--- src/rtl/bcd_pkg.sv ---
// Shared types, widths and the BCD ripple step for the four-digit counter.
// Pure combinational helpers only; no state.
package bcd_pkg;

  typedef enum logic {
    STOPPED = 1'b0,
    RUNNING = 1'b1
  } state_e;

  localparam int               BCD_W    = 4;
  localparam logic [BCD_W-1:0] BCD_MAX  = 4'd9;
  localparam int               N_DIGITS = 4;
  localparam int               DIG_W    = BCD_W * N_DIGITS;

  // Returns {wrap, next_digits}; the carry/borrow out of the top digit is the wrap.
  function automatic logic [DIG_W:0] bcd_step(input logic [DIG_W-1:0] cur, input logic count_up);
    logic [DIG_W-1:0] nxt;
    logic [BCD_W-1:0] dig;
    logic             carry;
    nxt   = cur;
    carry = 1'b1;
    for (int i = 0; i < N_DIGITS; i++) begin
      dig = cur[i*BCD_W +: BCD_W];
      if (carry) begin
        if (count_up) begin
          if (dig >= BCD_MAX) begin
            dig = '0;
          end else begin
            dig   = dig + 1'b1;
            carry = 1'b0;
          end
        end else begin
          if (dig == '0) begin
            dig = BCD_MAX;
          end else begin
            dig   = dig - 1'b1;
            carry = 1'b0;
          end
        end
      end
      nxt[i*BCD_W +: BCD_W] = dig;
    end
    return {carry, nxt};
  endfunction

endpackage

--- src/rtl/bcd_counter_btn_debounce.sv ---
// Pushbutton qualifier: 2-flop sync, stability counter, one-cycle press pulse on accepted 1->0.
// Latency 2 + DEBOUNCE_CYC cycles to acceptance, pulse one edge later; no backpressure.
module btn_debounce #(
  parameter int DEBOUNCE_CYC = 500_000
) (
  input  logic clk,
  input  logic rst_n,
  input  logic btn_n,
  output logic press
);

  localparam int            CW       = $clog2(DEBOUNCE_CYC + 1);
  localparam logic [CW-1:0] CNT_LAST = CW'(DEBOUNCE_CYC - 1);

  logic          sync1_q, sync1_d;
  logic          sync2_q, sync2_d;
  logic          level_q, level_d;
  logic          armed_q, armed_d;
  logic          press_q, press_d;
  logic [1:0]    fill_q,  fill_d;
  logic [CW-1:0] cnt_q,   cnt_d;

  // A press only counts once a genuine released level has been seen since reset,
  // so a button held through reset cannot fire on its own.
  always_comb begin
    sync1_d = btn_n;
    sync2_d = sync1_q;
    fill_d  = {fill_q[0], 1'b1};
    armed_d = armed_q | (fill_q[1] & sync2_q);
    level_d = level_q;
    cnt_d   = '0;
    press_d = 1'b0;
    if (sync2_q != level_q) begin
      if (cnt_q == CNT_LAST) begin
        level_d = sync2_q;
        press_d = armed_q & ~sync2_q;
      end else begin
        cnt_d = cnt_q + 1'b1;
      end
    end
  end

  always_ff @(posedge clk or negedge rst_n) begin
    if (!rst_n) begin
      sync1_q <= 1'b1;
      sync2_q <= 1'b1;
      level_q <= 1'b1;
      armed_q <= 1'b0;
      press_q <= 1'b0;
      fill_q  <= '0;
      cnt_q   <= '0;
    end else begin
      sync1_q <= sync1_d;
      sync2_q <= sync2_d;
      level_q <= level_d;
      armed_q <= armed_d;
      press_q <= press_d;
      fill_q  <= fill_d;
      cnt_q   <= cnt_d;
    end
  end

  assign press = press_q;

endmodule

--- src/rtl/bcd_counter.sv ---
// Four-digit BCD up/down counter with start/stop and clear buttons for the seven-segment display.
// One count per TICK_DIV cycles while running; digits/wrap registered; no backpressure.
module bcd_counter
  import bcd_pkg::*;
#(
  parameter int TICK_DIV     = 5_000_000,
  parameter int DEBOUNCE_CYC = 500_000
) (
  input  logic                      clk,
  input  logic                      rst_n,
  input  logic                      start_stop_n,
  input  logic                      clear_n,
  input  logic                      up,
  output logic [N_DIGITS*BCD_W-1:0] digits,
  output logic                      running,
  output logic                      wrap
);

  localparam int            PW         = $clog2(TICK_DIV);
  localparam logic [PW-1:0] PRESC_LAST = PW'(TICK_DIV - 1);

  logic             ss_press;
  logic             clr_press;
  logic             up_s1_q,  up_s1_d;
  logic             up_s2_q,  up_s2_d;
  state_e           state_q,  state_d;
  logic [PW-1:0]    presc_q,  presc_d;
  logic [DIG_W-1:0] digits_q, digits_d;
  logic             wrap_q,   wrap_d;
  logic             step;
  logic [DIG_W:0]   ripple;

  btn_debounce #(.DEBOUNCE_CYC(DEBOUNCE_CYC)) u_ss_btn (
    .clk   (clk),
    .rst_n (rst_n),
    .btn_n (start_stop_n),
    .press (ss_press)
  );

  btn_debounce #(.DEBOUNCE_CYC(DEBOUNCE_CYC)) u_clr_btn (
    .clk   (clk),
    .rst_n (rst_n),
    .btn_n (clear_n),
    .press (clr_press)
  );

  assign step   = (state_q == RUNNING) && (presc_q == PRESC_LAST);
  assign ripple = bcd_step(digits_q, up_s2_q);

  always_comb begin
    up_s1_d  = up;
    up_s2_d  = up_s1_q;
    state_d  = state_q;
    presc_d  = presc_q;
    digits_d = digits_q;
    wrap_d   = 1'b0;
    // Prescaler freezes while stopped so a pause/resume keeps the tick phase.
    if (state_q == RUNNING) begin
      presc_d = step ? '0 : presc_q + 1'b1;
    end
    if (step) begin
      digits_d = ripple[DIG_W-1:0];
      wrap_d   = ripple[DIG_W];
    end
    if (ss_press) begin
      state_d = (state_q == RUNNING) ? STOPPED : RUNNING;
    end
    if (clr_press) begin
      state_d  = STOPPED;
      presc_d  = '0;
      digits_d = '0;
      wrap_d   = 1'b0;
    end
  end

  always_ff @(posedge clk or negedge rst_n) begin
    if (!rst_n) begin
      up_s1_q  <= 1'b1;
      up_s2_q  <= 1'b1;
      state_q  <= STOPPED;
      presc_q  <= '0;
      digits_q <= '0;
      wrap_q   <= 1'b0;
    end else begin
      up_s1_q  <= up_s1_d;
      up_s2_q  <= up_s2_d;
      state_q  <= state_d;
      presc_q  <= presc_d;
      digits_q <= digits_d;
      wrap_q   <= wrap_d;
    end
  end

  assign digits  = digits_q;
  assign running = (state_q == RUNNING);
  assign wrap    = wrap_q;

endmodule

--- config.mk ---
export PLATFORM = sky130hd
export DESIGN_NAME = bcd_counter
export DESIGN_NICKNAME = d
export VERILOG_FILES = /design/src/rtl/bcd_pkg.sv /design/src/rtl/bcd_counter_btn_debounce.sv /design/src/rtl/bcd_counter.sv
export SDC_FILE = /design/constraint.sdc
export NUM_CORES = 1
export LEC_CHECK = 0
export ABC_CLOCK_PERIOD_IN_PS = 2950
export BUFFER_PORTS_ARGS = -buffer_cell sky130_fd_sc_hd__buf_2
export CORE_MARGIN = 2
export CORE_UTILIZATION = 62
export DETAILED_ROUTE_END_ITERATION = 8
export PLACE_DENSITY = 0.79
export SYNTH_ARGS = -nofsm -noshare
export SYNTH_HDL_FRONTEND = slang
export SYNTH_SLANG_ARGS = --single-unit
export TNS_END_PERCENT = 50
--- constraint.sdc ---
create_clock -name clk -period 2.95 [get_ports clk]
set_input_delay 0.1475 -clock clk [delete_from_list [all_inputs] [get_ports clk]]
set_output_delay 0.1475 -clock clk [all_outputs]
set_load 0.005 [all_outputs]
== Word level (Yosys, flattened, before mapping) ==
Cells that the tools add are included.
Cells by class
  shift-type cells: 0
  divide/modulo/power cells: 0
  $lt $le $gt $ge: 4
  $add $sub $neg: 11
  eq/ne operators: 5
  muxes and demuxes: 48
  bitwise operators: 8
  multipliers: 0
  reductions and logical operators: 16
Operator list (number)
  19-bit two-way mux: 4
  23-bit two-way mux: 3
  4-bit two-way mux: 15
  19-bit by 1-bit adder with 19-bit output (second input constant): 2
  19-bit equality test (second input constant): 2
  16-bit two-way mux: 2
  1-bit two-way mux: 24
  23-bit by 1-bit adder with 23-bit output (second input constant): 1
  23-bit equality test (second input constant): 1
  4-bit by 1-bit adder with 4-bit output (second input constant): 4
  4-bit greater-or-equal comparator (second input constant): 4
  4-bit logical NOT: 4
  4-bit by 1-bit subtractor with 4-bit output (second input constant): 4
  2-bit nonzero test: 6
  2-bit AND reduction: 5
  1-bit AND: 4
  1-bit != test: 2
  1-bit inverter: 2
  1-bit OR: 2
  1-bit logical AND: 1
Storage, ports and cells
  logic and storage cells: 115
  output and inout bits: 18
  bits of input ports: 5
  memory bits (writable): 0
  bits in latches: 0
  register bits: 95
  bits in read-only memories: 0
  memories: 0

== Logic depth before layout (Yosys ltp) ==
Gate-level depths: netlist (run 1).
  depth after elaboration: 8
  gate-level depth with buffers: 8

== Hierarchy ==
A second synthesis (run 1) with hierarchy kept.
Unflattened totals
  cells, all modules: 566
  area, all modules: 5425.2 um^2
Modules (own cells, without submodules)
  bcd_counter: seq. area each 1078.5 um^2, cells an instance 338, area an instance 2977.9 um^2, instances 1
  btn_debounce: seq. area each 654.4 um^2, cells an instance 114, area an instance 1223.7 um^2, instances 2

== Least setup slack after synthesis (run 1) ==
OpenSTA, ideal clock, no wires.
  path kind: reg-to-reg
  from: register digits_q[4] (netlist: digits[4])
  to: register digits_q[10] (netlist: digits[10])
  clock period less this slack: 2255 ps
  cell stages (with the launch flop): 8
  arrival time: 2182 ps
  required time: 2878 ps
  setup slack: 695 ps
  cell sequence: dfrtp_1 inv_1 ha_1 or3b_1 o22a_1 nor4_4 mux2_2 nor2_1
Between the ends
  longest elaborated chain between the ends: 6
RTL lines
  start, declared: line bcd_counter.sv:28  | logic [DIG_W-1:0] digits_q, digits_d;
  start signal, assigned: line bcd_counter.sv:89  | digits_q <= digits_d;
  4-bit greater-or-equal comparator / 4-bit logical NOT (equally long branches): line bcd_pkg.sv:26, bcd_pkg.sv:33
  1-bit two-way mux (on tied branches): line bcd_pkg.sv:26, bcd_pkg.sv:33
  1-bit two-way mux *: line bcd_pkg.sv:25  | if (count_up) begin
  1-bit two-way mux *: line bcd_pkg.sv:24  | if (carry) begin
  2-bit nonzero test (no source line) *
  2-bit AND reduction (no source line) *
Mark *: on every way between the ends. The rest lies on a longest branch, timed or not.
A chain may end at the register's enable or synchronous reset.

== Worst setup path after layout (run 1) ==
  from: register digits_q[5] (netlist: digits[5])
  to: register digits_q[14] (netlist: digits[14])
Between the ends
  longest elaborated chain between the ends: 7
RTL lines (line)
  4-bit greater-or-equal comparator / 4-bit logical NOT (equally long branches): bcd_pkg.sv:26, bcd_pkg.sv:33
  1-bit two-way mux (on tied branches): bcd_pkg.sv:26, bcd_pkg.sv:33
  1-bit two-way mux *: bcd_pkg.sv:25
  1-bit two-way mux * (2 in a row): bcd_pkg.sv:24
  2-bit nonzero test (no source line) *
  2-bit AND reduction (no source line) *
Marks and branches as above.

==> run metrics, run 1 <==
core area around 7800 um2; setup TNS 0 ps; Yosys warnings 0; Fillers a little over 600; Yosys reg bits 93; Util after Layout a little over two thirds; crit path DAT approximately 2800 ps; Setup Skew 13.8 ps; post-DP HPWL ~6700 um; FMAX around 390 MHz; Hold WS around 280 ps; first-pass GRT wire length 16900 um; WP data required roughly 3200 ps; critical path startpoint category flop; DP Worst Slack 416 ps; total CTS buffers 9; worst setup margin 389 ps; port bufs 22; status finished, final reports clean; type of the worst min-delay path in -> async; drt drc 0; MaxCap Viol Count 0; Worst-Skew Late Latency about 360 ps; reg2reg start digits[5]$_DFFE_PN0P_; Area contributors post-synth dfrtp_1 (42%), nor2_1 (6.7%), xor2_1 (5.5%); area leader, netlist dfrtp_1; worst slew pin tran between 800 and 900 ps; Initial DRC Count between 200 and 250; top cells by count, synth nor2_1 (90), dfrtp_1 (85), nand2_1 (50); clk buf depth 2; crit path cell chain inv_1 -> ha_1 -> or3b_1 -> o22a_1 -> nor4_4 -> and2_1 -> mux2i_1; Final Cell Area approximately 5500 um2; Clk pin slew, worst setup/hold paths ~90 ps; R2R Setup Slk slightly below 400 ps; Max rail drop VDD 0.307 mV; Inst Count DP ~650; Largest stage delay, worst path roughly 520 ps; power density cells 389 nW/um2; Yosys cell types 63; multi-input logic area ~2600 um2; vias in the first global route roughly 3700; Pleak ~2.4 nW; num rows 32; starting density of the core between 60% and 70%; GR Util All Layers around a quarter; pin count of the biggest net entering global routing 36; CTS sink cnt 93; Avg WL per Cell between 10 and 15 um; Routed WL roughly 9800 um; Vias per Instance slightly below 6; final hold viol count 0; Post-DRT Antenna Nets 0; CP max-delay cell nor4_4; layout overhead on the synthesized area 8.10%; CTS Root Cell clkbuf_8; fin cells between 600 and 700; cells after synthesis roughly 530; Post-synth EDFFs 0; post-synthesis sequential area ratio about 46%; Register Area between 2000 and 2500 um2; Netlist Area Pre-Place roughly 5100 um2; average size of a mapped cell around 9.5 um2; overall power 2.13 mW; RSZ-0062 raised after global routing no; nets 580; Period minus WS final between 2000 and 3000 ps; reg2reg end digits[14]$_DFFE_PN0P_; I/O pins 23; via count ~3900; number of detailed-route iterations in the first pass 4; crit path kind reg -> reg; Die X 94.4 um; crit end category flop; routability cong. 0.879; Placement Cell Area approximately 5300 um2; CTS tree yes; Synth top area share between 40 and 50%; Synth Flop Type dfrtp_1; Period Utilization, post-route approximately 87%; endpoints failing setup 0; global route overflow 0; count leader, synth nor2_1; initial antenna violation count 0; die height 94.4 um; Mapped Nets 555; crit path launch digits[5]$_DFFE_PN0P_; relative slew slack ~44%; crit path to digits[14]$_DFFE_PN0P_; H-tree levels 3; share of synthesized registers carrying an async set or reset 100%; fin. max-slew vios 0; CP Max Fanout 9; ant diodes 0; Die ar. about 8900 um2; Reg2Reg Depth 7; share of cells above drive strength 1 11.3%
## power by group
part | leakage [nW] | total, mW | internal [mW] | switching, mW
Combinational | 1.08 | 0.0736 | 0.0227 | 0.0508
Clock | 0.0844 | 0.753 | 0.329 | 0.423
Sequential | 1.25 | 1.30 | 1.29 | 0.0136
## worst max-delay path: cells and delay by family (launching register included)
family	cells	cell delay, ps
simple gates	3	1220
buf+inv	1	140
compound gates	1	230
mux	1	200
flops	1	450
fa+ha+maj	1	250
## cell usage in the layout (no fill, tap or decap), drive strengths merged, types with 6 or more instances in the layout
| cell | n |
|---|---|
| nand4 | 19 |
| ha | 16 |
| o21ai | 13 |
| buf | 27 |
| xor2 | 32 |
| mux2i | 6 |
| dfstp | 8 |
| nor3 | 10 |
| xnor2 | 26 |
| clkbuf | 14 |
| nand3 | 26 |
| nor4 | 11 |
| nand2b | 6 |
| a21oi | 13 |
| and3 | 9 |
| nand2 | 50 |
| nor2 | 90 |
| inv | 17 |
| dfrtp | 85 |
## final cells by class
cell class / count / share of cell area (%)
sequential: 93 / 42.7
multi-input combinational: 407 / 47.4
clock buffer: 14 / 2.79
timing repair buffer: 31 / 3.47
clock inverter: 2 / 0.183
inverter: 17 / 1.17
tap: 102 / 2.33
## worst min-delay path by stage
stage / from / to / slack [ps] / cells past startpoint
after floorplan: rst_n / digits[0]$_DFFE_PN0P_ / -150 / 0
after global placement: rst_n / presc_q[12]$_DFFE_PN0N_ / 140 / 1
after detailed placement: rst_n / presc_q[18]$_DFFE_PN0N_ / 140 / 1
after CTS: rst_n / presc_q[18]$_DFFE_PN0N_ / 280 / 2
after global routing: rst_n / presc_q[14]$_DFFE_PN0N_ / 320 / 2
final: rst_n / presc_q[18]$_DFFE_PN0N_ / 280 / 2
## sequential cells by signal (all words and copies together), names as in the netlist
signal / flops
digits: 16
presc_q: 23
running: 1
u_clr_btn.armed_q: 1
u_clr_btn.cnt_q: 19
u_clr_btn.fill_q: 2
u_clr_btn.level_q: 1
u_clr_btn.press: 1
u_clr_btn.sync1_q: 1
u_clr_btn.sync2_q: 1
u_ss_btn.armed_q: 1
u_ss_btn.cnt_q: 19
u_ss_btn.level_q: 1
u_ss_btn.press: 1
u_ss_btn.sync1_q: 1
u_ss_btn.sync2_q: 1
up_s1_q: 1
up_s2_q: 1
wrap: 1
## routing by layer
metal | GRT usage, % | part of all wire [%] | vias to the layer above
met5 | 0 | 0 | -
met4 | 8.57 | 0.93 | 0
met2 | 37.3 | 48 | 60
li1 | - | - | 1902
met1 | 34.0 | 48 | 1893
met3 | 3.35 | 3.1 | 7
## cell families after synthesis
group | synth area share (%)
simple gates | 26.5
flops | 46.2
compound gates | 8.38
xor+xnor | 10.0
buf+inv | 2.64
fa+ha+maj | 3.95
mux | 2.30
other cells | 0.0741
## what timing repair did
action	4_1_cts	5_1_grt
gates resized for setup	0	0
setup buffers	0	0
endpoints found under the hold margin	34	0
setup endpoints to repair	0	0
hold buffers	4	0
No activity file was read; power rests on OpenSTA's default activity.
==> inputs of run 2 (changes only) <==
Settings changed: CORE_MARGIN 2 to default.
==> run 2 against run 1 <==
Combinational power is 0.7% higher. Total power is 0.75% higher. Critical path depth stayed put. Non-clock buffer count is 1 higher. Global-route usage is 1.8 points higher. Highest routed layer unchanged. Final area is 0.27% higher. Critical path type unchanged. Maximum frequency is 1.3% lower. Largest cell class unchanged. Hold slack better by 15 ps.
==> run metrics, run 2 (synthesized netlist as in run 1, its figures left out) <==
status finished, final reports clean; CP max-delay cell nor4_4; most frequent cells in the layout nor2_1 (90), dfrtp_1 (85), nand2_1 (50), xor2_1 (32); critical path startpoint category flop; CP Max Fanout 9; type of the worst min-delay path in -> async; overall power 2.14 mW; first-pass GRT wire length between 15000 and 20000 um; port bufs 22; power density cells approximately 390 nW/um2; Hold WS about 300 ps; Reg2Reg Depth 7; number of flip-flops in the largest register 23; number of detailed-route iterations in the first pass 6; Post-DRT Antenna Nets 0; I/O pins 23; die height approximately 92 um; drt drc 0; setup TNS 0 ps; WP data required 3230 ps; GR Util All Layers about a quarter; Period minus WS final 2600 ps; Vias per Instance about 5.8; CP delay by family, top simple AND/OR/NAND/NOR gates; Clk pin slew, worst setup/hold paths ~90 ps; worst slew pin tran 723 ps; top flop regs presc_q: 23 flops, u_clr_btn.cnt_q: 19 flops, u_ss_btn.cnt_q: 19 flops; vias in the first global route about 3700; clk buf depth 2; Largest stage delay, worst path between 500 and 600 ps; R2R Setup Slk about 350 ps; Worst-Skew Late Latency about 360 ps; CTS Root Cell clkbuf_8; via count 3895; multi-input logic area between 2000 and 3000 um2; total CTS buffers 9; MaxCap Viol Count 0; final hold viol count 0; worst setup margin around 350 ps; Max rail drop VDD about 0.26 mV; CTS tree yes; Register Area 2340 um2; H-tree levels 3; Initial DRC Count 325; Die X about 92 um; crit path cell chain inv_1 -> ha_1 -> or3b_1 -> o22a_1 -> nor4_4 -> and2_1 -> mux2i_1; endpoints failing setup 0; Biggest register presc_q; core area between 7000 and 8000 um2; initial antenna violation count 0; DP Worst Slack 398 ps; pin count of the biggest net entering global routing 42; starting density of the core between 60% and 70%; CTS sink cnt between 90 and 100; post-DP HPWL 6750 um; post_cts resized 0; reg2reg end digits[14]$_DFFE_PN0P_; reg2reg start digits[4]$_DFFE_PN0P_; Avg WL per Cell between 10 and 15 um; crit path kind reg -> reg; routability cong. 0.826; relative slew slack roughly half; nets around 580; Pleak ~2.4 nW; Die ar. between 8000 and 9000 um2; global route overflow 0; Buf/Inv on CP 1; FMAX between 300 and 400 MHz; ant diodes 0; Period Utilization, post-route between 80% and 90%; Routed WL roughly 9900 um; layout overhead on the synthesized area 8.40%; crit end category flop; Setup Skew 10.5 ps; RSZ-0062 raised after global routing no; share of cells above drive strength 1 11.7%; fin. max-slew vios 0; num rows 32; crit path DAT between 2000 and 3000 ps; commonest non-fill, non-tap cell in the layout nor2_1; Fillers roughly 570
run 2: worst max path at each step:
| stage | start | endpoint | slack, ps | cells past startpoint |
|---|---|---|---|---|
| 4_1_cts | digits[4]$_DFFE_PN0P_ | digits[14]$_DFFE_PN0P_ | 390 | 7 |
| 3_5_place_dp | digits[4]$_DFFE_PN0P_ | digits[13]$_DFFE_PN0P_ | 400 | 7 |
| 6_report | digits[4]$_DFFE_PN0P_ | digits[14]$_DFFE_PN0P_ | 350 | 7 |
| 2_1_floorplan | digits[4]$_DFFE_PN0P_ | digits[10]$_DFFE_PN0P_ | 700 | 7 |
| 3_3_place_gp | digits[4]$_DFFE_PN0P_ | digits[14]$_DFFE_PN0P_ | 520 | 7 |
| 5_1_grt | digits[4]$_DFFE_PN0P_ | digits[14]$_DFFE_PN0P_ | 180 | 7 |
run 2: what timing repair did:
action,in CTS,in global routing
setup buffers,0,0
hold buffers,4,0
endpoints found under the hold margin,42,0
run 2: final cells by class:
class,instances,share of cell area (%)
sequential,93,42.6
inverter,17,1.16
tap,102,2.33
multi-input combinational,407,47.2
timing repair buffer,32,3.60
clock buffer,13,2.71
clock inverter,3,0.388
run 2: worst reg2reg max path: stages (launching register included):
cell and delay (ps):
dfrtp_1 490, inv_1 120, ha_1 250, or3b_1 430, o22a_1 240, nor4_4 510, and2_1 290, mux2i_1 200
run 2: report_power, final:
group	switching, mW	total (mW)	leakage (nW)	internal, mW
registers	0.0136	1.30	1.25	1.29
clock network	0.437	0.768	0.0836	0.331
logic	0.0512	0.0741	1.08	0.0229
run 2: stage by stage:
stage	std cells	util, %	cell area, um2
finish	667	70.3	5490
global route	667	70.3	5490
CTS	667	70.3	5490
detailed placement	647	67.6	5280
global placement	647	67.6	5280
floorplan	534	-	5060
run 2: routing by layer:
layer,share of wire [%],vias up,routed length [um],GRT usage [%]
met3,2.8,15,276,4.19
met5,0,-,0,0
met4,1.2,0,122,8.85
li1,-,1901,-,-
met1,46,1903,4530,34.2
met2,50,76,4970,42.2
